### src/rtl/local_bus_pkg.sv
// Shared types and constants for the k30p local bus controller.
package local_bus_pkg;

    typedef enum logic [2:0] {
        IDLE,
        WAIT,
        ACK,
        BERR,
        EXTERN
    } state_t;

    typedef enum logic [1:0] {
        TARGET_RAM,
        TARGET_ROM,
        TARGET_SERIAL
    } target_t;

    localparam logic ACTIVE   = 1'b0;
    localparam logic INACTIVE = 1'b1;

    localparam logic [1:0] DSACK_32   = 2'b00;
    localparam logic [1:0] DSACK_16   = 2'b01;
    localparam logic [1:0] DSACK_8    = 2'b10;
    localparam logic [1:0] DSACK_NONE = 2'b11;

    // Port-size encoding the CPU expects for each local target.
    function automatic logic [1:0] dsack_code(input target_t target);
        logic [1:0] code;
        case (target)
            TARGET_RAM:    code = DSACK_32;
            TARGET_ROM:    code = DSACK_16;
            TARGET_SERIAL: code = DSACK_8;
            default:       code = DSACK_NONE;
        endcase
        return code;
    endfunction

endpackage

### src/rtl/local_bus_controller_watchdog.sv
// bus_watchdog: 8-bit cycle counter that flags an external bus cycle which
// has run for TIMEOUT cycles without any response from the VME bridge.
module bus_watchdog
    import local_bus_pkg::*;
#(
    parameter int TIMEOUT = 200
) (
    input  logic clock,
    input  logic n_reset,
    input  logic count_en,
    input  logic clear,
    input  logic freeze,
    output logic expired
);

    logic [7:0] count;

    // Count while enabled and not frozen, saturating at the limit so the
    // expiry indication cannot wrap away.
    always_ff @(posedge clock or negedge n_reset) begin
        if (!n_reset) begin
            count <= '0;
        end else if (clear) begin
            count <= '0;
        end else if (count_en && !freeze && (count != 8'(TIMEOUT))) begin
            count <= count + 8'd1;
        end
    end

    assign expired = (count == 8'(TIMEOUT));

endmodule

### src/rtl/local_bus_controller.sv
// local_bus_controller: sequences 68030 bus cycles for the local RAM, ROM
// and serial peripherals, returning DSACK with per-target wait states and
// port size, and BERR for unmapped addresses. Defining LOCAL_BUS_TIMEOUT_EN
// adds a watchdog that bus-errors external cycles that never terminate.
module local_bus_controller
    import local_bus_pkg::*;
#(
    parameter int RAM_WAIT    = 1,
    parameter int ROM_WAIT    = 3,
    parameter int SERIAL_WAIT = 4,
    parameter int TIMEOUT     = 200
) (
    input  logic       clock,
    input  logic       n_reset,
    input  logic       cpu_as,
    input  logic       cpu_ds,
    input  logic       request_ram,
    input  logic       request_rom,
    input  logic       request_serial,
    input  logic       request_unmapped,
    input  logic [1:0] ext_dsack,
    input  logic       ext_berr,
    output logic [1:0] cpu_dsack,
    output logic       cpu_berr,
    output logic       timeout_flag,
    input  logic       timeout_clear
);

    state_t     state, state_next;
    target_t    target, target_next;
    logic [3:0] wait_count, wait_count_next;
    logic [1:0] dsack_next;
    logic       berr_next;
    logic       wd_clear;
    logic       wd_expired;
    logic       timeout_hit;
    logic       ext_active;

    assign ext_active = (ext_dsack != DSACK_NONE) || (ext_berr == ACTIVE);

    // Bus cycle state, latched target, wait counter and the registered
    // CPU-facing strobes.
    always_ff @(posedge clock or negedge n_reset) begin
        if (!n_reset) begin
            state      <= IDLE;
            target     <= TARGET_RAM;
            wait_count <= '0;
            cpu_dsack  <= DSACK_NONE;
            cpu_berr   <= INACTIVE;
        end else begin
            state      <= state_next;
            target     <= target_next;
            wait_count <= wait_count_next;
            cpu_dsack  <= dsack_next;
            cpu_berr   <= berr_next;
        end
    end

    // Next-state and next-output decisions; DSACK only leaves NONE on the
    // way into ACK and BERR only asserts while in BERR, so they never overlap.
    always_comb begin
        state_next      = state;
        target_next     = target;
        wait_count_next = wait_count;
        dsack_next      = cpu_dsack;
        berr_next       = cpu_berr;
        wd_clear        = 1'b0;
        timeout_hit     = 1'b0;

        case (state)
            IDLE: begin
                dsack_next = DSACK_NONE;
                berr_next  = INACTIVE;
                if (cpu_as == ACTIVE) begin
                    if (request_ram == ACTIVE) begin
                        target_next     = TARGET_RAM;
                        wait_count_next = 4'(RAM_WAIT);
                        state_next      = WAIT;
                    end else if (request_rom == ACTIVE) begin
                        target_next     = TARGET_ROM;
                        wait_count_next = 4'(ROM_WAIT);
                        state_next      = WAIT;
                    end else if (request_serial == ACTIVE) begin
                        target_next     = TARGET_SERIAL;
                        wait_count_next = 4'(SERIAL_WAIT);
                        state_next      = WAIT;
                    end else if (request_unmapped == ACTIVE) begin
                        state_next = BERR;
                    end else begin
                        wd_clear   = 1'b1;
                        state_next = EXTERN;
                    end
                end
            end
            WAIT: begin
                if (cpu_as == INACTIVE) begin
                    state_next = IDLE;
                end else if (wait_count != 4'd0) begin
                    wait_count_next = wait_count - 4'd1;
                end else if (cpu_ds == ACTIVE) begin
                    dsack_next = dsack_code(target);
                    state_next = ACK;
                end
            end
            ACK: begin
                if (cpu_as == INACTIVE) begin
                    dsack_next = DSACK_NONE;
                    state_next = IDLE;
                end
            end
            BERR: begin
                if (cpu_as == INACTIVE) begin
                    berr_next  = INACTIVE;
                    state_next = IDLE;
                end else begin
                    berr_next = ACTIVE;
                end
            end
            EXTERN: begin
                if (cpu_as == INACTIVE) begin
                    state_next = IDLE;
                end else if (wd_expired && !ext_active) begin
                    timeout_hit = 1'b1;
                    state_next  = BERR;
                end
            end
            default: begin
                state_next = IDLE;
            end
        endcase
    end

`ifdef LOCAL_BUS_TIMEOUT_EN
    bus_watchdog #(
        .TIMEOUT (TIMEOUT)
    ) u_watchdog (
        .clock    (clock),
        .n_reset  (n_reset),
        .count_en (state == EXTERN),
        .clear    (wd_clear),
        .freeze   (ext_active),
        .expired  (wd_expired)
    );

    // Sticky timeout indication; a new timeout beats a simultaneous clear.
    always_ff @(posedge clock or negedge n_reset) begin
        if (!n_reset) begin
            timeout_flag <= 1'b0;
        end else if (timeout_hit) begin
            timeout_flag <= 1'b1;
        end else if (timeout_clear) begin
            timeout_flag <= 1'b0;
        end
    end
`else
    logic unused_watchdog;

    assign wd_expired      = 1'b0;
    assign timeout_flag    = 1'b0;
    assign unused_watchdog = &{1'b0, wd_clear, timeout_hit, timeout_clear, 8'(TIMEOUT)};
`endif

endmodule

### config.mk
export PLATFORM = sky130hd
export DESIGN_NAME = local_bus_controller
export DESIGN_NICKNAME = d
export VERILOG_FILES = /design/src/rtl/local_bus_pkg.sv /design/src/rtl/local_bus_controller_watchdog.sv /design/src/rtl/local_bus_controller.sv
export SDC_FILE = /design/constraint.sdc
export NUM_CORES = 1
export LEC_CHECK = 0
export CAP_MARGIN = 5
export CORE_MARGIN = 2
export CORE_UTILIZATION = 43
export CTS_CLUSTER_SIZE = 40
export DETAILED_ROUTE_END_ITERATION = 16
export HOLD_SLACK_MARGIN = 0.12
export PLACE_DENSITY = 0.69
export SLEW_MARGIN = 10
export SYNTH_ARGS = -nofsm -noshare
export SYNTH_HDL_FRONTEND = slang
export SYNTH_SLANG_ARGS = --single-unit
### constraint.sdc
create_clock -name clock -period 1.7 [get_ports clock]
set_input_delay 0.17 -clock clock [delete_from_list [all_inputs] [get_ports clock]]
set_output_delay 0.17 -clock clock [all_outputs]
set_load 0.02 [all_outputs]
# [Yosys cells after proc, flatten, opt, wreduce, memory -nomap -nowiden]
# Cells that the tools add are included.
[op_classes] bitwise=1 add_sub_neg=1 muxes=28 reduce_logical=11 eq_ne=17
[ops] cell="$mux W3" n=9
[ops] cell="$mux W4" n=6
[ops] cell="$mux W2" n=7
[ops] cell="$ne A2 B2 Y1 const B" n=6
[ops] cell="$pmux W2 S3" n=2
[ops] cell="$reduce_and A5 Y1" n=2
[ops] cell="$ne A3 B3 Y1 const B" n=3
[ops] cell="$pmux W3 S3" n=1
[ops] cell="$pmux W4 S2" n=1
[ops] cell="$eq A3 B2 Y1 const B" n=2
[ops] cell="$ne A4 B4 Y1 const B" n=1
[ops] cell="$reduce_and A4 Y1" n=1
[ops] cell="$reduce_bool A2 Y1" n=2
[ops] cell="$reduce_bool A4 Y1" n=1
[ops] cell="$sub A4 B1 Y4 const B" n=1
[ops] cell="$eq A3 B1 Y1 const B" n=1
[ops] cell="$eq A3 B3 Y1 const B" n=1
[ops] cell="$logic_not A3 Y1" n=1
[ops] cell="$reduce_and A3 Y1" n=1
[ops] cell="$reduce_bool A3 Y1" n=1
[ops] cell="$reduce_or A3 Y1" n=1
[ops] cell="$eq A2 B1 Y1 const B" n=1
[ops] cell="$eq A2 B2 Y1 const B" n=1
[ops] cell="$logic_not A2 Y1" n=1
[ops] cell="4 further kinds" n=4
[word_totals] register_bits=12 wordCells=63 in_bits=12 out_inout_bits=4

# [Longest topological paths before layout]
[logic_depth] ltp_word=6 ltp_mapped=5 ltp_nobuf=5

# [Worst setup path after synthesis]
# No wires, ideal clock.
[synth_path] path_type="register to register" start="reg wait_count[0]" end="reg cpu_dsack[0]" t_arrival_ps=1639 t_required_ps=1616 n_path_buf=0 stages_incl_launch_ff=6 synth_period_minus_slack_ps=1723 path_slack_ps=-23 setup_time_ps=84 cell_sequence="dfrtp_1 > inv_1 > ha_1 > or4b_4 > or3_1 > o32a_2"
[synth_between] elab_chain_cells=3
[synth_rtl] element="from (decl)" line="local_bus_controller.sv:31" text="logic [3:0] wait_count, wait_count_next;"
[synth_rtl] element="from (signal assigned)" line="local_bus_controller.sv:53" text="wait_count <= wait_count_next;"
[synth_rtl] element="$reduce_bool A4 Y1" line="local_bus_controller.sv:98" text="end else if (wait_count != 4'd0) begin"
[synth_rtl] element="$ne A2 B2 Y1 (no source line)"
[synth_rtl] element="$reduce_and A5 Y1 (no source line)"
[synth_rtl] element="to (signal assigned)" line="local_bus_controller.sv:54" text="cpu_dsack <= dsack_next;"
[synth_rtl] element="to (decl)" line="local_bus_controller.sv:23" text="output logic [1:0] cpu_dsack,"
# Every way passes these cells.
# A chain may end at the register's enable or synchronous reset.

# [Final worst setup path]
# Same ends and word-level chain as after synthesis.

==> impl_metrics.tcl <==
set metrics [dict create \
    dp_hpwl_um 1250 \
    rr_startpoint "wait_count[0]" \
    mostFrequentLayoutCells "buf_4 (13), clkdlybuf4s50_1 (10), dfrtp_1 (9)" \
    clock_insertion_delay_worst_skew_ns 0.28 \
    fmax_mhz 595 \
    kind_of_end_point_of_the_critical_path "flop" \
    dieHeight_um 44.8 \
    worst-path-buf-inv 1 \
    detailedRoute.firstPassIterationCount 4 \
    rsz0062_at_grt "true" \
    worst_path_max_stage_delay_ns 0.47 \
    final.fill_count 119 \
    critPathTopFamily "simple AND/OR/NAND/NOR gates" \
    pin_count 16 \
    dieWidth_um 44.8 \
    yosys.area_share.simple_pct 24.4 \
    areaGrowthSynthToFinish_pct 38.6 \
    synth-seq-area-share_pct 42.4 \
    initial_antenna_violation_count 0 \
    synth_fp_nets 84 \
    hold_class "in -> async" \
    initial_core_util_pct 46.5 \
    grt_first_pass_wirelength_um 2860 \
    root_buffer "clkbuf_4" \
    period_minus_slack_ns 1.68 \
    async_flop_share_pct 100 \
    clkSlewWorstSetupHoldPaths_ns 0.08 \
    post-cts-setup-buffers 0 \
    cp_cell_sequence "inv_2 > ha_4 > or4b_4 > or3_4 > o32a_4" \
    finalWeightedCongestion 0.794 \
    via_count_of_the_first_global_routing_pass 653 \
    port-buffer-count 10 \
    synth_top_family_by_area "simple AND/OR/NAND/NOR gates" \
    synth-seq-cells 12 \
    synth-main-ff-cell "dfrtp_1" \
    ant_nets 0 \
    slowest_stage "or4b_4" \
    holdWs_ns 0.247 \
    routed_via_density 6.14 \
    most_frequent_standard_cell_in_the_layout_excluding_fill_and_tap_cells "buf_4" \
    critical_path_arrival_ns 1.89 \
    average_wire_per_cell_in_the_routed_design_um 15.8 \
    synth_xor_area_share_pct 0 \
    synth.yosys.warnings 0 \
    worst_slew_margin_rel_pct 62.8 \
    timing_max_transition_violations_final 0 \
    p_per_area_nw_per_um2 1360 \
    finalHoldViolations 0 \
    synth.mux.area_fraction_pct 5.76 \
    synthDistinctLibCells 37 \
    numCtsBuffers 3 \
    max-cap-violations 0 \
    gr-usage-all-layers_pct 19.9 \
    cts.sinks 12 \
    drive_above_1_share_pct 34.4 \
    drt-total-wl_um 1720 \
    worst-path-max-fanout 2 \
    synth-compound-area-share_pct 20.1 \
    floorplan.core_area_um2 1540 \
    crit_path_start_kind "flop" \
    setup_viol_count_final 0 \
    placementRows 14 \
    final_min_period_over_clock_period_pct 98.9 \
    fin_skew_ns 0.00297 \
    synthAdderAreaFrac_pct 1.75 \
    worst-endpoint-required_ns 1.91 \
    synth_enable_flop_cells 0 \
    design_area_um2 993 \
    routed-via-count 669 \
    total_leakage_power_uw 0.000429 \
    synth_area_um2 717 \
    worst_slew_pin_slew_ns 0.556 \
    grt_start_max_net_pins 13 \
    die-area_um2 2010 \
    clock_tree_from_tritoncts "built" \
    power.ir.vdd_worst_v 0.000751 \
    post_dp_cell_area_um2 912 \
    antenna_cells_inserted 0 \
    drc_errors 0 \
    syn_avg_cell_area_um2 10.1 \
    timing.setup.critical_path_class "reg -> reg" \
    dr.first_iter.drc_count 23 \
    ctsLongestPathBuffers 2 \
    h-tree-depth 1 \
    worstSetupStartpoint "wait_count[0]" \
    synthCells 71 \
    num-nets-final 107 \
    grt_overflow 0 \
    result_of_the_run "finished clean" \
    post-route-util_pct 64.4 \
]
-- worst reg2reg max path, stage by stage, from the launching register on --
cell	delay, ns
dfrtp_1	0.39
inv_2	0.08
ha_4	0.12
or4b_4	0.47
or3_4	0.36
o32a_4	0.19
-- metal layers --
layer	GRT usage (%)	vias to the layer above	share of wire [%]
met1	26.9	323	46
met2	31.3	25	46
li1	-	315	-
met5	0	-	0
met3	2.40	6	4.7
met4	10.0	0	2.7
-- registers in the layout, indices dropped and copies added, names as in the netlist --
register / cells
wait_count: 4
state: 3
cpu_dsack: 2
target: 2
cpu_berr: 1
-- where the power goes --
group          switching, uW  internal (uW)  leakage [uW]
Combinational            296            353      0.000261
Clock                    104            130     0.0000210
Sequential              86.1            380      0.000146
Total                    486            863      0.000429
-- metrics by stage --
step	total power (uW)	worst slack (ns)	setup TNS [ns]	std cells
floorplan	822	0.0123	0	71
global placement	1010	-0.0117	-0.0228	105
detailed placement	1050	-0.0452	-0.0793	105
CTS	1330	-0.0142	-0.0281	109
global route	1430	-0.0206	-0.0401	109
finish	1350	0.0195	0	109
-- synthesized netlist by cell type, types with 2 or more instances --
cell type  n  share of area (%)
a22o_1     2                2.4
a21oi_1    2                1.4
mux2i_1    3                4.2
dfrtp_1    9                 31
o32a_2     2                3.1
inv_1      3                1.6
o22a_1     3                3.7
o21ai_0    4                2.8
nor4_1     3                2.6
nor3_1     3                2.1
nand4b_1   2                2.4
nor2_1     5                2.6
o211ai_1   3                3.1
dfstp_2    3                 11
clkbuf_1   2                1.0
-- logic make-up after synthesis --
| family | Yosys count |
|---|---|
| compound gates | 19 |
| mux | 4 |
| buf+inv | 8 |
| other cells | 1 |
| fa+ha+maj | 1 |
| simple gates | 26 |
| flops | 12 |
-- cell type report --
cell class / instances / area, um2 / area share, %
Multi-Input combinational cell: 51 / 424 / 42.7
Sequential cell: 12 / 304 / 30.6
Timing Repair Buffer: 23 / 198 / 19.9
Clock buffer: 4 / 36.3 / 3.65
Tap cell: 16 / 20.0 / 2.02
Inverter: 3 / 11.3 / 1.13
-- path summary, 6_finish.rpt --
path | end | slack, ns | depth (start not counted)
max in group asynchronous | cpu_dsack[0] | 1.08 | 1
min reg2reg | target[1] | 0.55 | 1
min | wait_count[2] | 0.25 | 1
max reg2reg | cpu_dsack[0] | 0.02 | 5
max | cpu_dsack[0] | 0.02 | 5
min in group clock | target[1] | 0.55 | 1
-- timing repair --
item	4_1_cts	5_1_grt
setup endpoints to repair	2	3
resized for setup	6	2
pin swaps	4	1
hold buffers	0	0
No activity file was read; power rests on OpenSTA's default activity.
==> RTL edit 1, RTL diff (same settings) <==
The option `LOCAL_BUS_TIMEOUT_EN` is turned on by a define.
--- a/src/rtl/local_bus_controller.sv
+++ b/src/rtl/local_bus_controller.sv
@@ -4,2 +4,4 @@
 // adds a watchdog that bus-errors external cycles that never terminate.
+`define LOCAL_BUS_TIMEOUT_EN
+
 module local_bus_controller
Check against the original RTL: no difference found for any inputs over 10 cycles, from zero or initial values and one cycle with n_reset low; that may be too few to reach the edited logic, so the function may still have changed.
==> RTL edit 1 against the unedited design <==
Sequential share of layout area grew 0.99 points. Synthesized area up 74%. Die area rose by 66%. Combinational power up 59%. Sequential cell count rose by 9. Synthesized cell count rose by 89%. Wire length is 68% higher. Cell area up 69%. Total power grew 51%. Hold slack got worse by 77 ps. Clock skew about the same. Setup slack got worse by 15 ps. Critical endpoint unchanged.
==> RTL edit 1: results (changes against the unedited design) <==
Critical path
  • Worst Path Max Fanout: 3 (+1)
  • R2R depth: 6 (+1)

Route
  • Iter 0 DRT Violations: 52 (+130%)
  • Routed length on met2: 1342 um (+68%)
  • Avg WL per Cell: 14.31 um (-9.2%)
  • DR vias/cell: 5.594 (-8.9%)
  • Final wirelength: 2890 um (+68%)
  • Wire length on met3: 153 um (+91%)

Place
  • Pre-CTS setup slack: -79.14 ps (-33.90 ps)
  • Post-DP HPWL: 2114 um (+69%)
  • Cells after DPL: 195 (+86%)
  • GPL Wtd Cong: 0.8897 (+12%)
  • Dpl cell area: 1567 um^2 (+72%)

STA
  • Worst Max-Slew Pin Slew: 378.0 ps (-178.4 ps)
  • Clock skew: 3.370 ps (+0.3997 ps)
  • Hold Slack: 170.6 ps (-76.56 ps)
  • Post-layout min period: 1695 ps (+14.69 ps)

Logic synthesis
  • Syn Area/Cell: 9.291 um^2 (-8.0%)
  • Net Count, Synth: 149 (+77%)
  • Register area share after synthesis: 0.4251 (+0.001042)
  • Top post-synthesis cells by area: dfrtp_1 36%, dfstp_2 6.3%, nor2_1 3.9%

Global routing
  • Met3 Track Usage GR: 0.02455 (+0.0005536)
  • All-Layer GR Usage: 0.1787 (-0.02001)
  • Grt met1 use: 0.2275 (-0.04138)
  • First-pass GRT wire length: 4533 um (+58%)
  • Pin count of the biggest net entering global routing: 22 (+9)
  • Vias in the first global route: 1073 (+64%)

Finish
  • Multi-input combinational area share: 0.4302 (+0.003219)
  • Non-clock buffers: 38 (+65%)
  • Multi-Input Combinational: 99 (+94%)
  • Largest registers: u_watchdog.count (8), wait_count (4), state (3)
  • Nets: 187 (+75%)
  • Invs w/o clock: 9 (+6)
  • Share of layout cells above drive strength 1: 0.2924 (-0.05169)
  • NonClk Buf Share: 0.1927 (-0.006312)
  • P&R area growth vs syn: 34.57%
  • Fill count: 243 (+100%)
  • Clk tree area frac: 0.01792 (-0.01860)

Clocking
  • Worst-path clk slew: 130 ps (+50 ps)

Status
  • Outcome: finished, final reports clean

Power and ir drop
  • Max VDD drop: 0.9018 mV (+20%)
  • Switching share of total power: 0.3767 (+0.01648)
RTL edit 1: cell types whose count changed in the layout (fill, tap and decap cells not counted), moves of 5 or more:
cell,before,now
dfrtp_1,9,18
nand2_1,1,12
nand3_1,0,8
o21ai_0,4,9
buf_4,13,23
clkdlybuf4s50_1,10,15
nor2_1,4,13
inv_1,1,7
RTL edit 1: kinds of logic (layout without fill, tap and decap cells):
logic type / after synthesis / after routing / synth area share
buf+inv: 14 / 51 / 0.04321
xor+xnor: 5 / 5 / 0.03517
simple gates: 63 / 63 / 0.2955
flops: 21 / 21 / 0.4251
fa+ha+maj: 3 / 3 / 0.03015
compound gates: 24 / 24 / 0.1377
mux: 4 / 4 / 0.03317
RTL edit 1: power groups by stage:
stage	registers, uW	clock network, uW	logic [uW]
floorplan	752	0	543
global placement	739	0	866
detailed placement	745	0	886
CTS	742	266	940
global route	759	276	1140
finish	741	261	1030
==> RTL edit 2, RTL diff (same flow settings) <==
Without the edit above. The 5 states of `state_t` get a one-hot encoding in 5 bits.
--- a/src/rtl/local_bus_pkg.sv
+++ b/src/rtl/local_bus_pkg.sv
@@ -3,8 +3,8 @@
 
-    typedef enum logic [2:0] {
-        IDLE,
-        WAIT,
-        ACK,
-        BERR,
-        EXTERN
+    typedef enum logic [4:0] {
+        IDLE   = 5'b00001,
+        WAIT   = 5'b00010,
+        ACK    = 5'b00100,
+        BERR   = 5'b01000,
+        EXTERN = 5'b10000
     } state_t;
Formal check against the unedited RTL: same outputs for any inputs over 10 cycles, from zero or initial values and one cycle with n_reset low; not proved beyond that.
==> RTL edit 2 against the unedited design <==
Utilization fell by 3.2 points. Cell area rose by 21%. Count of clock-buffer cells in the layout did not move. Cell count rose by 35%. Wire length rose by 17%. Sequential cell count rose by 2. Synthesized cell count rose by 35%. Combinational power fell by 12%. Clock skew rose by 6.7 ps. Synthesized area rose by 25%. Total power fell by 5.0%. Setup slack got worse by 12 ps. Critical path type unchanged. Critical endpoint is now state[2].
==> RTL edit 2: results (changes against the unedited design) <==
Global routing
  • All-Layer GR Usage: 0.1978 (-0.0008481)
  • First-pass GRT wire length: 3732 um (+30%)
  • Pin count of the biggest net entering global routing: 15 (+2)
  • Vias in the first global route: 830 (+27%)

Place
  • GPL Wtd Cong: 0.8597 (+8.3%)
  • Post-DP HPWL: 1451 um (+16%)
  • Dpl cell area: 1086 um^2 (+19%)
  • Pre-CTS setup slack: -130.8 ps (-85.51 ps)
  • Cells after DPL: 140 (+33%)

Finish
  • Nets: 134 (+25%)
  • Largest registers: state (5), wait_count (4)
  • Fill count: 186 (+56%)

Clocking
  • Post-CTS setup buffers: 1 (+1)
  • Maximum root-to-sink buffer count: 2 (unchanged)

Route
  • Iter 0 DRT Violations: 16 (-30%)
  • DRT Pass-1 Iters: 4 (unchanged)
  • DR vias/cell: 5.265 (-14%)

Power and ir drop
  • Max VDD drop: 0.6461 mV (-14%)
  • P_leak: 0.0005604 uW (+31%)

Critical path
  • Worst Path Arrival: 1860 ps (-30 ps)

STA
  • Clock skew: 9.636 ps (+6.665 ps)

Logic synthesis
  • Syn Area/Cell: 9.306 um^2 (-7.8%)
  • Register area share after synthesis: 0.3978 (-0.02632)
  • Most instantiated cells after synthesis: 10 x dfrtp_1, 7 x nor2_1
  • Net Count, Synth: 109 (+30%)
  • Unique masters post-synth: 42 (+14%)

Status
  • Outcome: finished, final reports clean
## RTL edit 2: cell count changes in the layout (fill, tap and decap cells not counted), moves of 3 or more
cell     unedited run  this run
inv_1               1         4
mux2i_1             3         6
nand2_1             1         6
nand3_1             0         6
## RTL edit 2: final timing paths
path | from | end | slack [ps] | cells after the start
worst min-delay path | n_reset | target[0] | 200 | 2
max in group asynchronous | n_reset | cpu_berr | 1250 | 2
worst max-delay path | wait_count[0] | state[2] | 7 | 7
worst max register to register | wait_count[0] | state[2] | 7 | 7
worst min register to register | cpu_dsack[1] | cpu_dsack[1] | 470 | 2
min in group clock | request_unmapped | state[3] | 470 | 2
## RTL edit 2: final cells by class
cell class / count / area [um^2] / share of cell area
Multi-Input combinational cell: 70 / 530.5 / 0.4412
Clock buffer: 4 / 36.28 / 0.03018
Sequential cell: 14 / 355.3 / 0.2955
Tap cell: 27 / 33.78 / 0.02810
Timing Repair Buffer: 26 / 224.0 / 0.1863
Inverter: 6 / 22.52 / 0.01873
## RTL edit 2: where the power goes
group,total [uW],switching (uW),leakage (uW),internal (uW)
clock,237,106,0.0000210,130
sequential,474,60.0,0.000172,414
combinational,571,257,0.000367,314
total,1280,424,0.000560,858
## RTL edit 2: per-layer routing
layer	share of wire	global-route usage
met1	0.45	0.2351
met2	0.51	0.3467
met3	0.025	0.05758
met4	0.0065	0.05093
met5	0	0
## RTL edit 2: kinds of logic (layout without fill, tap and decap cells)
logic type / count (synthesis) / count (layout) / synth area share
simple gates: 40 / 40 / 0.2731
compound gates: 20 / 20 / 0.1485
flops: 14 / 14 / 0.3978
buf+inv: 12 / 36 / 0.06862
mux: 7 / 7 / 0.08403
fa+ha+maj: 1 / 1 / 0.01400
other cells: 1 / 1 / 0.004198
xor+xnor: 1 / 1 / 0.009806
